--- src/rtl/stopwatch_pkg.sv ---
// Shared types and constants for the MM:SS stopwatch controller.
// Holds the FSM state encoding, BCD digit limits, the digit bundle
// type, board-rate defaults and the BCD increment helpers.
package stopwatch_pkg;

    typedef enum logic [1:0] {
        IDLE  = 2'd0,
        RUN   = 2'd1,
        PAUSE = 2'd2
    } sw_state_t;

    localparam logic [3:0] SEC_T_MAX = 4'd5;
    localparam logic [3:0] MIN_T_MAX = 4'd5;
    localparam logic [3:0] DIGIT_MAX = 4'd9;

    // 50 MHz board clock: one counted second, 20 ms key settle time
    localparam int TICK_DIV_DEF        = 50_000_000;
    localparam int DEBOUNCE_CYCLES_DEF = 1_000_000;

    typedef struct packed {
        logic [3:0] min_t;
        logic [3:0] min_u;
        logic [3:0] sec_t;
        logic [3:0] sec_u;
    } bcd_time_t;

    // Ripple-carry BCD increment; 59:59 rolls over to 00:00
    function automatic bcd_time_t bcd_inc(input bcd_time_t t);
        bcd_time_t n;
        n = t;
        if (t.sec_u != DIGIT_MAX) begin
            n.sec_u = t.sec_u + 4'd1;
        end else begin
            n.sec_u = 4'd0;
            if (t.sec_t != SEC_T_MAX) begin
                n.sec_t = t.sec_t + 4'd1;
            end else begin
                n.sec_t = 4'd0;
                if (t.min_u != DIGIT_MAX) begin
                    n.min_u = t.min_u + 4'd1;
                end else begin
                    n.min_u = 4'd0;
                    if (t.min_t != MIN_T_MAX)
                        n.min_t = t.min_t + 4'd1;
                    else
                        n.min_t = 4'd0;
                end
            end
        end
        return n;
    endfunction

    function automatic logic bcd_is_max(input bcd_time_t t);
        return (t.min_t == MIN_T_MAX) && (t.min_u == DIGIT_MAX) &&
               (t.sec_t == SEC_T_MAX) && (t.sec_u == DIGIT_MAX);
    endfunction

endpackage

--- src/rtl/stopwatch_ctrl_key_debounce.sv ---
// One push-key front end: 2-FF synchroniser, debounce counter and a
// registered one-cycle press pulse on each accepted 1->0 level change.
// Ports:
//   clock, reset : rising-edge clock, async active-high reset
//   key_n        : raw active-low key
//   press        : one-cycle pulse, DEBOUNCE_CYCLES+3 cycles after
//                  a stable falling raw edge
module key_debounce
    import stopwatch_pkg::*;
#(
    parameter int DEBOUNCE_CYCLES = DEBOUNCE_CYCLES_DEF
) (
    input  logic clock,
    input  logic reset,
    input  logic key_n,
    output logic press
);

    localparam int CW = (DEBOUNCE_CYCLES > 1) ? $clog2(DEBOUNCE_CYCLES) : 1;
    localparam logic [CW-1:0] CNT_LAST = CW'(DEBOUNCE_CYCLES - 1);

    logic          sync1;
    logic          sync2;
    logic          level;
    logic          level_d;
    logic [CW-1:0] cnt;

    // Synchronisers reset to the released level so that leaving reset
    // with the key up can never look like a press.
    always_ff @(posedge clock or posedge reset) begin
        if (reset) begin
            sync1   <= 1'b1;
            sync2   <= 1'b1;
            level   <= 1'b1;
            level_d <= 1'b1;
            cnt     <= '0;
            press   <= 1'b0;
        end else begin
            sync1   <= key_n;
            sync2   <= sync1;
            level_d <= level;
            press   <= level_d & ~level;
            // A two-level input that changes while it differs from the
            // accepted level falls back onto it, so clearing here is the
            // restart-on-change rule.
            if (sync2 == level) begin
                cnt <= '0;
            end else if (cnt == CNT_LAST) begin
                cnt   <= '0;
                level <= sync2;
            end else begin
                cnt <= cnt + CW'(1);
            end
        end
    end

endmodule

--- src/rtl/stopwatch_ctrl.sv ---
// MM:SS stopwatch sequencer: debounced clear/start keys, IDLE/RUN/PAUSE
// FSM, 1 Hz prescaler and four directly maintained BCD digits.
// Ports:
//   clock, reset      : rising-edge clock, async active-high reset
//   key[1:0]          : raw active-low keys, [0]=clear, [1]=start/stop
//   lap_n             : raw active-low lap key (LAP_HOLD_EN builds only)
//   digit_min_t/min_u : BCD minutes, digit_sec_t/sec_u : BCD seconds
//   running           : high while in RUN
//   tick, wrap        : one-cycle pulses per second / on 59:59->00:00
// Build option: define LAP_HOLD_EN to add the lap display hold.
module stopwatch_ctrl
    import stopwatch_pkg::*;
#(
    parameter int TICK_DIV        = TICK_DIV_DEF,
    parameter int DEBOUNCE_CYCLES = DEBOUNCE_CYCLES_DEF
) (
    input  logic       clock,
    input  logic       reset,
    input  logic [1:0] key,
`ifdef LAP_HOLD_EN
    input  logic       lap_n,
`endif
    output logic [3:0] digit_min_t,
    output logic [3:0] digit_min_u,
    output logic [3:0] digit_sec_t,
    output logic [3:0] digit_sec_u,
    output logic       running,
    output logic       tick,
    output logic       wrap
);

    localparam int PW = (TICK_DIV > 1) ? $clog2(TICK_DIV) : 1;
    localparam logic [PW-1:0] PRE_LAST = PW'(TICK_DIV - 1);

    logic          clr_press;
    logic          start_press;
    sw_state_t     state;
    logic [PW-1:0] pre;
    bcd_time_t     cnt;
    bcd_time_t     cnt_inc;
    logic          at_max;
    logic          step;

    key_debounce #(
        .DEBOUNCE_CYCLES(DEBOUNCE_CYCLES)
    ) u_clr (
        .clock (clock),
        .reset (reset),
        .key_n (key[0]),
        .press (clr_press)
    );

    key_debounce #(
        .DEBOUNCE_CYCLES(DEBOUNCE_CYCLES)
    ) u_start (
        .clock (clock),
        .reset (reset),
        .key_n (key[1]),
        .press (start_press)
    );

    always_comb begin
        step    = (state == RUN) && (pre == PRE_LAST);
        cnt_inc = bcd_inc(cnt);
        at_max  = bcd_is_max(cnt);
    end

    // Clear overrides everything, including a simultaneous start.
    // In RUN the prescaler advances before a start press is honoured,
    // so a terminal-count second is still counted on the way to PAUSE.
    always_ff @(posedge clock or posedge reset) begin
        if (reset) begin
            state   <= IDLE;
            pre     <= '0;
            cnt     <= '0;
            running <= 1'b0;
            tick    <= 1'b0;
            wrap    <= 1'b0;
        end else begin
            tick <= 1'b0;
            wrap <= 1'b0;
            if (clr_press) begin
                state   <= IDLE;
                pre     <= '0;
                cnt     <= '0;
                running <= 1'b0;
            end else begin
                unique case (state)
                    IDLE: begin
                        if (start_press) begin
                            state   <= RUN;
                            pre     <= '0;
                            running <= 1'b1;
                        end
                    end
                    RUN: begin
                        if (step) begin
                            pre  <= '0;
                            tick <= 1'b1;
                            cnt  <= cnt_inc;
                            wrap <= at_max;
                        end else begin
                            pre <= pre + PW'(1);
                        end
                        if (start_press) begin
                            state   <= PAUSE;
                            running <= 1'b0;
                        end
                    end
                    PAUSE: begin
                        if (start_press) begin
                            state   <= RUN;
                            running <= 1'b1;
                        end
                    end
                    default: begin
                        state   <= IDLE;
                        running <= 1'b0;
                    end
                endcase
            end
        end
    end

`ifdef LAP_HOLD_EN
    logic      lap_press;
    logic      hold;
    logic      hold_nx;
    bcd_time_t disp;

    key_debounce #(
        .DEBOUNCE_CYCLES(DEBOUNCE_CYCLES)
    ) u_lap (
        .clock (clock),
        .reset (reset),
        .key_n (lap_n),
        .press (lap_press)
    );

    // Hold can only be entered from RUN; any start or clear drops it,
    // so PAUSE and IDLE never see a held display.
    always_comb begin
        hold_nx = hold;
        if (clr_press || start_press)
            hold_nx = 1'b0;
        else if (lap_press)
            hold_nx = hold ? 1'b0 : (state == RUN);
    end

    // The display tracks the count's next value so it stays in step
    // with tick when not held.
    always_ff @(posedge clock or posedge reset) begin
        if (reset) begin
            hold <= 1'b0;
            disp <= '0;
        end else begin
            hold <= hold_nx;
            if (clr_press)
                disp <= '0;
            else if (!hold_nx)
                disp <= step ? cnt_inc : cnt;
        end
    end

    assign digit_min_t = disp.min_t;
    assign digit_min_u = disp.min_u;
    assign digit_sec_t = disp.sec_t;
    assign digit_sec_u = disp.sec_u;
`else
    assign digit_min_t = cnt.min_t;
    assign digit_min_u = cnt.min_u;
    assign digit_sec_t = cnt.sec_t;
    assign digit_sec_u = cnt.sec_u;
`endif

endmodule

--- config.mk ---
export PLATFORM = sky130hd
export DESIGN_NAME = stopwatch_ctrl
export DESIGN_NICKNAME = d
export VERILOG_FILES = /design/src/rtl/stopwatch_pkg.sv /design/src/rtl/stopwatch_ctrl_key_debounce.sv /design/src/rtl/stopwatch_ctrl.sv
export SDC_FILE = /design/constraint.sdc
export NUM_CORES = 1
export LEC_CHECK = 0
export CAP_MARGIN = 10
export CORE_ASPECT_RATIO = 2
export CORE_MARGIN = 10
export CORE_UTILIZATION = 60
export CTS_CLUSTER_DIAMETER = 120
export DETAILED_ROUTE_END_ITERATION = 7
export GPL_TIMING_DRIVEN = 0
export PLACE_DENSITY = 0.75
export SETUP_SLACK_MARGIN = 0.4
export SYNTH_ARGS = -nofsm -noshare
export SYNTH_HDL_FRONTEND = slang
export SYNTH_SLANG_ARGS = --single-unit
--- constraint.sdc ---
create_clock -name clock -period 6.4 [get_ports clock]
set_clock_uncertainty 0.2 [all_clocks]
set_input_delay 1.28 -clock clock [delete_from_list [all_inputs] [get_ports clock]]
set_output_delay 1.28 -clock clock [all_outputs]
set_load 0.05 [all_outputs]
==> results.toml <==
[outcome]
status = "finished clean"

[timing]
rsz0062_at_grt = "no"
maxSlewHeadroom_pct = 37.61
fin_crit_sh_pct = 48.76
drv_slew = 0
setup_violations = 0
max_clock_freq_mhz = 320.5
worst_slew_pin_slew_ns = 0.9228
hold_viol_final = 0
fin_setup_tns_ns = 0
fin_crit_ns = 3.121

[floorplanning]
die_x_um = 82.93
initial_core_util_pct = 62.06
dieArea_um2 = 12100
fp.dieH_um = 145.9
coreArea_um2 = 7657
io_pins = 23
placementRows = 45

[clock_network]
cts-root-buf = "clkbuf_16"
cts-resized-gates = 0
clock_tree.buffer_depth = 2
clk-insertion-delay-late_ns = 0.35
clk_pin_slew_ns = 0.07
cts_made_buffers = 9
clock-sinks = 97
cts_tree = "built"
cts_hold_buf = 0
htree_levels = 3
postCtsSetupBuffers = 0

[global_routing]
grt.overflow.total = 0
grt_util_all_layers_pct = 16.33
grt_pass1_vias = 3784
grt_max_degree = 75
grt_pass1_wl_um = 16750
antenna_found_initial = 0

[yosys]
ys.flop_type = "dfrtp_1"
ys_ff_latch = 97
syn-cell-area_um2 = 4752
synth_fp_nets = 499
synth_cell_type_count = 46
synth.most_common_cell = "dfrtp_1"
synthCells = 483
async_flop_share_pct = 100.0
synth.area.top_cells = "dfrtp_1, xor2_1, nor2_1"
synth_edf_count = 0
synthTopCellsByCount = "dfrtp_1, nor2_1, xor2_1"
yosysSeqAreaShare_pct = 51.29
ys_warn_count = 0
yosysTopAreaCell = "dfrtp_1"
syn_area_per_cell_um2 = 9.839
synth_top_area_share_pct = 46.87

[routing]
vias_per_cell = 5.854
dr.pass1.iters = 4
wl_um = 9765
drtIter0Drc = 216
ant_nets = 0
routedWlPerCell_um = 15.85
via_count = 3606
drc_errors = 0

[hold_path]
hp-class = "reg2reg"

[run]
drv_cap = 0

[pwr]
peakVddDrop_uv = 185.6
p_leak_nw = 2.321
powerDensity_nw_per_um2 = 219.2
power.total_mw = 1.186

[setup_path]
worstPathArrival_ns = 1.64
slowest_delay_ns = 0.85
end_kind = "output port"
crit_family = "buffers and inverters"
worst-setup-path-type = "reg2out"
crit_chain = "clkdlybuf4s50_1"
crit_slowest_cell = "clkdlybuf4s50_1"
path_max_fanout = 6
critPathBufInv = 1
cp.required_ns = 4.92
start_kind = "register"

[layout]
drive_gt1_share_pct = 7.088
diodes = 0
area_growth_pct = 13.85
nets = 533
design_area_um2 = 5410

[placement]
io_buffer_count = 22
place.gp.congestion = 0.9072
hpwl_um = 6816
placedInstanceArea_um2 = 5120
-- layout make-up --
type / instances / area [um^2]
buffer: 11 / 43.79
clock buffer: 12 / 236.5
clock inverter: 4 / 53.80
fill: 610 / 2247
sequential: 97 / 2437
multi-input combinational: 364 / 2230
tap: 94 / 117.6
inverter: 11 / 43.79
timing repair buffer: 23 / 247.7
-- registers in the layout, summed over array words and instances, names as in the netlist, 2 cells and up --
signal and count:
digit_min_t 4, u_start.cnt 20, digit_min_u 4, pre 26
u_clr.cnt 20, digit_sec_t 4, digit_sec_u 4, state 2
-- stage by stage --
stage          setup WS [ns]  util (%)  hold WS, ns  std cells
2_1_floorplan          2.400         -       0.1452        483
3_3_place_gp           1.069     66.47       0.1462        599
3_5_place_dp           3.520     66.86       0.1470        600
4_1_cts                3.260     70.65       0.1569        616
5_1_grt                3.227     70.65       0.1649        616
6_report               3.280     70.65       0.1572        616
-- cell usage in the layout (no fill, tap or decap), drive strengths merged, types with 2 or more instances in the layout --
cell type	n
a21oi	18
a31oi	2
and2	4
and3	8
and3b	4
and4	2
buf	3
clkbuf	21
clkdlybuf4s50	22
clkinvlp	2
dfrtp	89
dfstp	8
ha	12
inv	11
mux2	4
nand2	34
nand2b	2
nand3	36
nand3b	5
nand4	26
nor2	86
nor2b	4
nor3	7
nor4	7
nor4b	4
o21ai	10
or3	14
or3b	2
or4	4
xnor2	17
xor2	42
-- where the power goes --
part / switching (mW) / internal, mW
registers: 0.00375 / 0.618
logic: 0.0189 / 0.00743
clock network: 0.234 / 0.304
total: 0.256 / 0.930
-- metal layers --
metal	GRT usage (%)	share of wire, %	vias to the layer above
met5	0	0	-
met4	8.390	2.3	0
met3	3.415	3.3	17
met2	31.11	56	71
met1	15.62	38	1781
li1	-	-	1737
-- path summary, 6_finish.rpt --
kind | from | endpoint | slack, ns | depth (start not counted)
max | digit_sec_u[0] | digit_sec_u[0] | 3.28 | 1
min in group asynchronous | reset | u_start.cnt[7] | 1.05 | 2
max reg2reg | pre[0] | pre[17] | 3.49 | 7
min | u_clr.sync1 | u_clr.sync2 | 0.16 | 0
min reg2reg | u_clr.sync1 | u_clr.sync2 | 0.16 | 0
max in group asynchronous | reset | u_clr.level_d | 4.28 | 3
-- logic make-up after synthesis --
| group | Yosys count | synth area share (%) |
|---|---|---|
| multiplexers | 4 | 0.9478 |
| adder cells (fa/ha/maj) | 12 | 3.159 |
| flip-flops | 97 | 51.29 |
| buffers and inverters | 22 | 1.790 |
| AND/OR/NAND/NOR | 252 | 27.54 |
| XOR/XNOR | 59 | 10.87 |
| AO/OA/AOI/OAI | 37 | 4.397 |
(Power assumes the default switching activity.)
